### src/rtl/mem_port_arbiter_if.sv
// Bus bundle between the two requesters (fetch, data), the arbiter and the single-port memory.
// Handshake: a requester raises *_req with stable addr/we/wdata and holds it until its one-cycle *_ack.
interface mem_port_if;
  logic        if_req;
  logic [12:0] if_addr;
  logic [7:0]  if_rdata;
  logic        if_ack;

  logic        dm_req;
  logic        dm_we;
  logic [12:0] dm_addr;
  logic [7:0]  dm_wdata;
  logic [7:0]  dm_rdata;
  logic        dm_ack;

  logic        mem_en;
  logic        mem_we;
  logic [12:0] mem_addr;
  logic [7:0]  mem_wdata;
  logic [7:0]  mem_rdata;

  logic        busy;
  logic        owner;

  modport slave (
    input  if_req, if_addr, dm_req, dm_we, dm_addr, dm_wdata, mem_rdata,
    output if_rdata, if_ack, dm_rdata, dm_ack,
    output mem_en, mem_we, mem_addr, mem_wdata, busy, owner
  );

  modport master (
    output if_req, if_addr, dm_req, dm_we, dm_addr, dm_wdata, mem_rdata,
    input  if_rdata, if_ack, dm_rdata, dm_ack,
    input  mem_en, mem_we, mem_addr, mem_wdata, busy, owner
  );
endinterface

### src/rtl/mem_port_arbiter.sv
// Arbitrates one memory port between instruction fetch and data accesses, one transaction at a time,
// with data priority bounded by a starvation counter that eventually forces a fetch grant.
module mem_port_arbiter #(
  parameter int unsigned MEM_LAT      = 1,
  parameter int unsigned STARVE_LIMIT = 3
) (
  input  logic       clk,
  input  logic       rst,
  mem_port_if.slave  bus,
  output logic [1:0] state_o,
  output logic [3:0] starve_cnt_o
);

  typedef enum logic [1:0] {
    IDLE = 2'd0,
    BUSY = 2'd1,
    DONE = 2'd2
  } state_e;

  localparam logic [2:0] WAIT_INIT  = 3'(MEM_LAT);
  localparam logic [3:0] STARVE_MAX = 4'(STARVE_LIMIT);

  state_e      state_q, state_d;
  logic [2:0]  wait_q, wait_d;
  logic [3:0]  starve_q, starve_d;
  logic        owner_q, owner_d;
  logic        txn_we_q, txn_we_d;
  logic        mem_en_q, mem_en_d;
  logic        mem_we_q, mem_we_d;
  logic [12:0] mem_addr_q, mem_addr_d;
  logic [7:0]  mem_wdata_q, mem_wdata_d;
  logic [7:0]  if_rdata_q, if_rdata_d;
  logic [7:0]  dm_rdata_q, dm_rdata_d;
  logic        if_ack_q, if_ack_d;
  logic        dm_ack_q, dm_ack_d;

  logic        grant_dm;
  logic        grant_if;

  // Data wins contention unless fetch has already lost STARVE_LIMIT times in a row.
  assign grant_dm = bus.dm_req && !(bus.if_req && (starve_q == STARVE_MAX));
  assign grant_if = bus.if_req && !grant_dm;

  always_ff @(posedge clk) begin
    if (rst) begin
      state_q     <= IDLE;
      wait_q      <= '0;
      starve_q    <= '0;
      owner_q     <= 1'b0;
      txn_we_q    <= 1'b0;
      mem_en_q    <= 1'b0;
      mem_we_q    <= 1'b0;
      mem_addr_q  <= '0;
      mem_wdata_q <= '0;
      if_rdata_q  <= '0;
      dm_rdata_q  <= '0;
      if_ack_q    <= 1'b0;
      dm_ack_q    <= 1'b0;
    end else begin
      state_q     <= state_d;
      wait_q      <= wait_d;
      starve_q    <= starve_d;
      owner_q     <= owner_d;
      txn_we_q    <= txn_we_d;
      mem_en_q    <= mem_en_d;
      mem_we_q    <= mem_we_d;
      mem_addr_q  <= mem_addr_d;
      mem_wdata_q <= mem_wdata_d;
      if_rdata_q  <= if_rdata_d;
      dm_rdata_q  <= dm_rdata_d;
      if_ack_q    <= if_ack_d;
      dm_ack_q    <= dm_ack_d;
    end
  end

  always_comb begin
    state_d     = state_q;
    wait_d      = wait_q;
    starve_d    = starve_q;
    owner_d     = owner_q;
    txn_we_d    = txn_we_q;
    mem_en_d    = 1'b0;
    mem_we_d    = 1'b0;
    mem_addr_d  = mem_addr_q;
    mem_wdata_d = mem_wdata_q;
    if_rdata_d  = if_rdata_q;
    dm_rdata_d  = dm_rdata_q;
    if_ack_d    = 1'b0;
    dm_ack_d    = 1'b0;

    unique case (state_q)
      IDLE: begin
        if (grant_dm) begin
          state_d     = BUSY;
          wait_d      = WAIT_INIT;
          owner_d     = 1'b1;
          txn_we_d    = bus.dm_we;
          mem_en_d    = 1'b1;
          mem_we_d    = bus.dm_we;
          mem_addr_d  = bus.dm_addr;
          mem_wdata_d = bus.dm_wdata;
          if (bus.if_req && (starve_q != STARVE_MAX)) begin
            starve_d = starve_q + 4'd1;
          end
        end else if (grant_if) begin
          state_d     = BUSY;
          wait_d      = WAIT_INIT;
          owner_d     = 1'b0;
          txn_we_d    = 1'b0;
          mem_en_d    = 1'b1;
          mem_we_d    = 1'b0;
          mem_addr_d  = bus.if_addr;
          mem_wdata_d = 8'h00;
          starve_d    = '0;
        end
      end
      BUSY: begin
        // The read byte is valid in the last BUSY cycle; the ack follows in DONE.
        if (wait_q == 3'd0) begin
          state_d = DONE;
          if (!txn_we_q) begin
            if (owner_q) begin
              dm_rdata_d = bus.mem_rdata;
            end else begin
              if_rdata_d = bus.mem_rdata;
            end
          end
          if_ack_d = !owner_q;
          dm_ack_d = owner_q;
        end else begin
          wait_d = wait_q - 3'd1;
        end
      end
      DONE: begin
        state_d = IDLE;
      end
      default: begin
        state_d = IDLE;
      end
    endcase
  end

  assign bus.mem_en    = mem_en_q;
  assign bus.mem_we    = mem_we_q;
  assign bus.mem_addr  = mem_addr_q;
  assign bus.mem_wdata = mem_wdata_q;
  assign bus.if_rdata  = if_rdata_q;
  assign bus.if_ack    = if_ack_q;
  assign bus.dm_rdata  = dm_rdata_q;
  assign bus.dm_ack    = dm_ack_q;
  assign bus.busy      = (state_q != IDLE);
  assign bus.owner     = owner_q;

  assign state_o      = state_q;
  assign starve_cnt_o = starve_q;

endmodule

### src/flat_wrapper.sv
// flat-port wrapper written by rule: the top's interface ports become plain ports
module mem_port_arbiter_flat 
#(
  parameter int unsigned MEM_LAT      = 1,
  parameter int unsigned STARVE_LIMIT = 3
)
  (clk, rst, state_o, starve_cnt_o, bus_if_req, bus_if_addr, bus_dm_req, bus_dm_we, bus_dm_addr, bus_dm_wdata, bus_mem_rdata, bus_if_rdata, bus_if_ack, bus_dm_rdata, bus_dm_ack, bus_mem_en, bus_mem_we, bus_mem_addr, bus_mem_wdata, bus_busy, bus_owner);
  mem_port_if bus_i ();
  input  logic clk;
  input  logic rst;
  output logic [1:0] state_o;
  output logic [3:0] starve_cnt_o;
  input wire logic [$bits(bus_i.if_req)-1:0] bus_if_req;
  input wire logic [$bits(bus_i.if_addr)-1:0] bus_if_addr;
  input wire logic [$bits(bus_i.dm_req)-1:0] bus_dm_req;
  input wire logic [$bits(bus_i.dm_we)-1:0] bus_dm_we;
  input wire logic [$bits(bus_i.dm_addr)-1:0] bus_dm_addr;
  input wire logic [$bits(bus_i.dm_wdata)-1:0] bus_dm_wdata;
  input wire logic [$bits(bus_i.mem_rdata)-1:0] bus_mem_rdata;
  output wire logic [$bits(bus_i.if_rdata)-1:0] bus_if_rdata;
  output wire logic [$bits(bus_i.if_ack)-1:0] bus_if_ack;
  output wire logic [$bits(bus_i.dm_rdata)-1:0] bus_dm_rdata;
  output wire logic [$bits(bus_i.dm_ack)-1:0] bus_dm_ack;
  output wire logic [$bits(bus_i.mem_en)-1:0] bus_mem_en;
  output wire logic [$bits(bus_i.mem_we)-1:0] bus_mem_we;
  output wire logic [$bits(bus_i.mem_addr)-1:0] bus_mem_addr;
  output wire logic [$bits(bus_i.mem_wdata)-1:0] bus_mem_wdata;
  output wire logic [$bits(bus_i.busy)-1:0] bus_busy;
  output wire logic [$bits(bus_i.owner)-1:0] bus_owner;
  assign bus_i.if_req = bus_if_req;
  assign bus_i.if_addr = bus_if_addr;
  assign bus_i.dm_req = bus_dm_req;
  assign bus_i.dm_we = bus_dm_we;
  assign bus_i.dm_addr = bus_dm_addr;
  assign bus_i.dm_wdata = bus_dm_wdata;
  assign bus_i.mem_rdata = bus_mem_rdata;
  assign bus_if_rdata = bus_i.if_rdata;
  assign bus_if_ack = bus_i.if_ack;
  assign bus_dm_rdata = bus_i.dm_rdata;
  assign bus_dm_ack = bus_i.dm_ack;
  assign bus_mem_en = bus_i.mem_en;
  assign bus_mem_we = bus_i.mem_we;
  assign bus_mem_addr = bus_i.mem_addr;
  assign bus_mem_wdata = bus_i.mem_wdata;
  assign bus_busy = bus_i.busy;
  assign bus_owner = bus_i.owner;
  mem_port_arbiter #(.MEM_LAT(MEM_LAT), .STARVE_LIMIT(STARVE_LIMIT)) u_core (.clk(clk), .rst(rst), .bus(bus_i), .state_o(state_o), .starve_cnt_o(starve_cnt_o));
endmodule
### config.mk
export PLATFORM = sky130hd
export DESIGN_NAME = mem_port_arbiter_flat
export DESIGN_NICKNAME = d
export VERILOG_FILES = /design/src/rtl/mem_port_arbiter_if.sv /design/src/rtl/mem_port_arbiter.sv /design/src/flat_wrapper.sv
export SDC_FILE = /design/constraint.sdc
export NUM_CORES = 1
export LEC_CHECK = 0
export CAP_MARGIN = 25
export CORE_MARGIN = 2
export CORE_UTILIZATION = 45
export CTS_CLUSTER_SIZE = 8
export DETAILED_ROUTE_END_ITERATION = 16
export HOLD_SLACK_MARGIN = 0.06
export PLACE_DENSITY = 0.84
export SLEW_MARGIN = 20
export SYNTH_ARGS = -nofsm -noshare
export SYNTH_HDL_FRONTEND = slang
export SYNTH_SLANG_ARGS = --single-unit
### constraint.sdc
create_clock -name clk -period 2.67 [get_ports clk]
set_input_delay 0.801 -clock clk [delete_from_list [all_inputs] [get_ports clk]]
set_output_delay 0.801 -clock clk [all_outputs]
set_load 0.01 [all_outputs]
==> results by group <==
Run status
  • Status: finished clean

Global routing
  • First-pass GRT wire length: 9.31 mm
  • Tot GR Track Use: 21.6%
  • Vias in the first global route: 1977
  • GR Overflow Total: 0
  • Initial antenna violation count: 0
  • Pin count of the biggest net entering global routing: 28

Logic synthesis
  • Post-synth EDFFs: 0
  • Leading post-synthesis cells by cell area: dfxtp_1 (46%), nand3_1 (6.7%), o221ai_2 (6.7%)
  • Commonest cells in the synthesized netlist: dfxtp_1 (52), nand3_1 (30), a21oi_1 (19)
  • #FFs+latches synth: 52
  • Post-synth cell types: 39
  • Post-synth top flop: dfxtp_1
  • Synth warnings: 0
  • Syn_nets: 287
  • Mapped cell area: 2250 µm²
  • Gate Count Post-Synth: 237
  • Post-synth top area share: 46.2%
  • Most common cell in the netlist: dfxtp_1
  • Syn avg cell area: 9.51 µm²
  • Post-synth ARST share: 0%
  • Biggest area consumer among synthesized cells: dfxtp_1
  • Sequential share of the synthesized area: 46.2%

Routing
  • Post-DRT Antenna Nets: 0
  • Final Routed Wirelength: 5.87 mm
  • DRT Pass-1 Iters: 4
  • Wire per inst: 14.9 µm
  • Vias per cell: 5.49
  • Residual DRC count: 0
  • DRT iter0 DRCs: 149
  • Routed via count: 2159

Worst hold path
  • Worst hold path class: flop to flop

Floorplanning
  • # IOs: 96
  • Core region area: 4790 µm²
  • Height of the chip: 74.8 µm
  • Row Count: 25
  • Die area: 5590 µm²
  • Initial Util: 47.1%
  • Die Width: 74.8 µm

Critical path
  • WS Path Type: flop to output port
  • Critical Path End Type: output port
  • CP Max Fanout: 12
  • Crit path DAT: 1.69 ns
  • Crit path max-delay cell type: dfxtp_1
  • Critical Path RT: 1.87 ns
  • Critical Path Start Type: flop
  • Crit-path max cell delay: 0.59 ns
  • Cell breakdown of the critical path: nor2_1, inv_1, clkdlybuf4s50_1

Clocking
  • CTS max path bufs: 2
  • Post-cts sizing count: 0
  • Clock buffer count from CTS: 5
  • CTS sink cnt: 52
  • TritonCTS clock tree: done
  • Clk_lat worst skew: 0.30 ns
  • # Post-CTS Setup Buffers: 0
  • Hold_buf cts: 0
  • Clock transition at path regs: 0.09 ns
  • Root Buffer: clkbuf_8
  • CTS H-Tree Depth: 2

Pwr
  • Worst vdd ir: 0.386 mV
  • Pwr dens: 556 nW/µm²
  • Leakage Power: 1.17 nW

STA
  • Slew headroom: 51.8%
  • Maximum operating frequency: 402 MHz
  • Unrepaired setup endpoints after global routing: false
  • Period utilization: 93.1%
  • Worst-Margin Slew: 0.723 ns
  • Final Hold Fails: 0
  • Final min period: 2.49 ns
  • Final setup fails: 0
  • Max Clock Skew: 0.00509 ns
  • Slew Limit Fails: 0
  • Fin Setup TNS: 0 ns

Placed design
  • Detailed placement HPWL: 4.30 mm
  • GP Congestion: 0.908
  • Placement Cell Area: 3230 µm²
  • PortBufs: 95

Layout
  • Layout fillers: 365
  • Final instance area: 3320 µm²
  • Synthesis-to-layout area growth: 47.4%
  • Share of cells above drive strength 1: 9.51%
  • # nets final: 376
  • Inserted Diodes: 0

Flow run
  • Max-Cap Viols: 0
-- cell usage in the layout, fill, tap and decap left out, drive strengths merged --
cell and n:
clkdlybuf4s50 95, dfxtp 52, nand3 30, a21oi 20, inv 18, o21ai 17, nand4 16, o221ai 13
a22o 9, buf 9, and2 6, clkbuf 6, nand4bb 3, nor2b 3, ha 3, nor2 2
a21o 2, or3b 2, nand2 2, nand4b 2, or2 2, nor3 2, and3 1, and4bb 1
nor3b 1, a211oi 1, nor4bb 1, o32ai 1, nand3b 1, o311ai 1, o21ba 1, o21a 1
o31ai 1, clkinv 1
-- final cells by class --
type | instances | area (µm²) | share of cell area (%)
inverter | 18 | 67.6 | 2.03
clock inverter | 1 | 8.76 | 0.264
multi-input combinational | 145 | 1020 | 30.7
clock buffer | 6 | 82.6 | 2.49
tap | 67 | 83.8 | 2.52
timing repair buffer | 104 | 1020 | 30.7
sequential | 52 | 1040 | 31.3
-- path summary, 6_finish.rpt --
path / start / to / slack (ns) / cells past startpoint
max: u_core.state_o[0] / bus_busy / 0.18 / 3
min reg2reg: u_core.wait_q[0] / u_core.wait_q[0] / 0.47 / 1
max reg2reg: u_core.wait_q[0] / u_core.bus.if_rdata[5] / 0.72 / 6
min: u_core.wait_q[0] / u_core.wait_q[0] / 0.47 / 1
-- through the flow --
| stage | utilization, % | std cells | worst slack, ns | power, mW | hold slack, ns |
|---|---|---|---|---|---|
| floorplan | - | 237 | 0.942 | 1.17 | 0.441 |
| global placement | 67.5 | 386 | 0.166 | 1.39 | 0.447 |
| detailed placement | 67.5 | 386 | 0.0749 | 1.41 | 0.455 |
| CTS | 69.4 | 393 | 0.178 | 1.86 | 0.477 |
| global route | 69.4 | 393 | 0.0336 | 1.93 | 0.510 |
| finish | 69.4 | 393 | 0.184 | 1.85 | 0.474 |
-- sequential cells by signal, summed over array words and instances, names as in the netlist --
name	flops
u_core.bus.dm_ack	1
u_core.bus.dm_rdata	8
u_core.bus.if_ack	1
u_core.bus.if_rdata	8
u_core.bus.mem_addr	13
u_core.bus.mem_en	1
u_core.bus.mem_wdata	8
u_core.bus.mem_we	1
u_core.bus.owner	1
u_core.starve_cnt_o	4
u_core.state_o	2
u_core.txn_we_q	1
u_core.wait_q	3
-- routing by layer --
layer / up-vias / part of all wire, % / GRT usage, %
li1: 1049 / - / -
met1: 1039 / 43 / 28.2
met2: 58 / 50 / 35.2
met3: 13 / 4.2 / 4.95
met4: 0 / 2.3 / 7.74
met5: - / 0 / 0
-- cell families (layout without fill, tap and decap cells) --
| kind of cell | Yosys count | in the layout | share of synthesized area [%] |
|---|---|---|---|
| fa+ha+maj | 3 | 3 | 1.67 |
| flops | 52 | 52 | 46.2 |
| simple gates | 75 | 75 | 21.0 |
| compound gates | 67 | 67 | 22.6 |
| buf+inv | 40 | 129 | 8.55 |
-- critical path, delay by kind of cell (launching register included) --
family	cells	cell delay, ns
flops	1	0.59
buf+inv	2	0.65
simple gates	1	0.15
-- power breakdown --
| part | internal, mW | switching, mW | total, mW |
|---|---|---|---|
| registers | 0.844 | 0.0409 | 0.885 |
| clock network | 0.207 | 0.247 | 0.454 |
| logic | 0.264 | 0.245 | 0.509 |
| total | 1.32 | 0.533 | 1.85 |
Power figures use the tool's default switching activity.
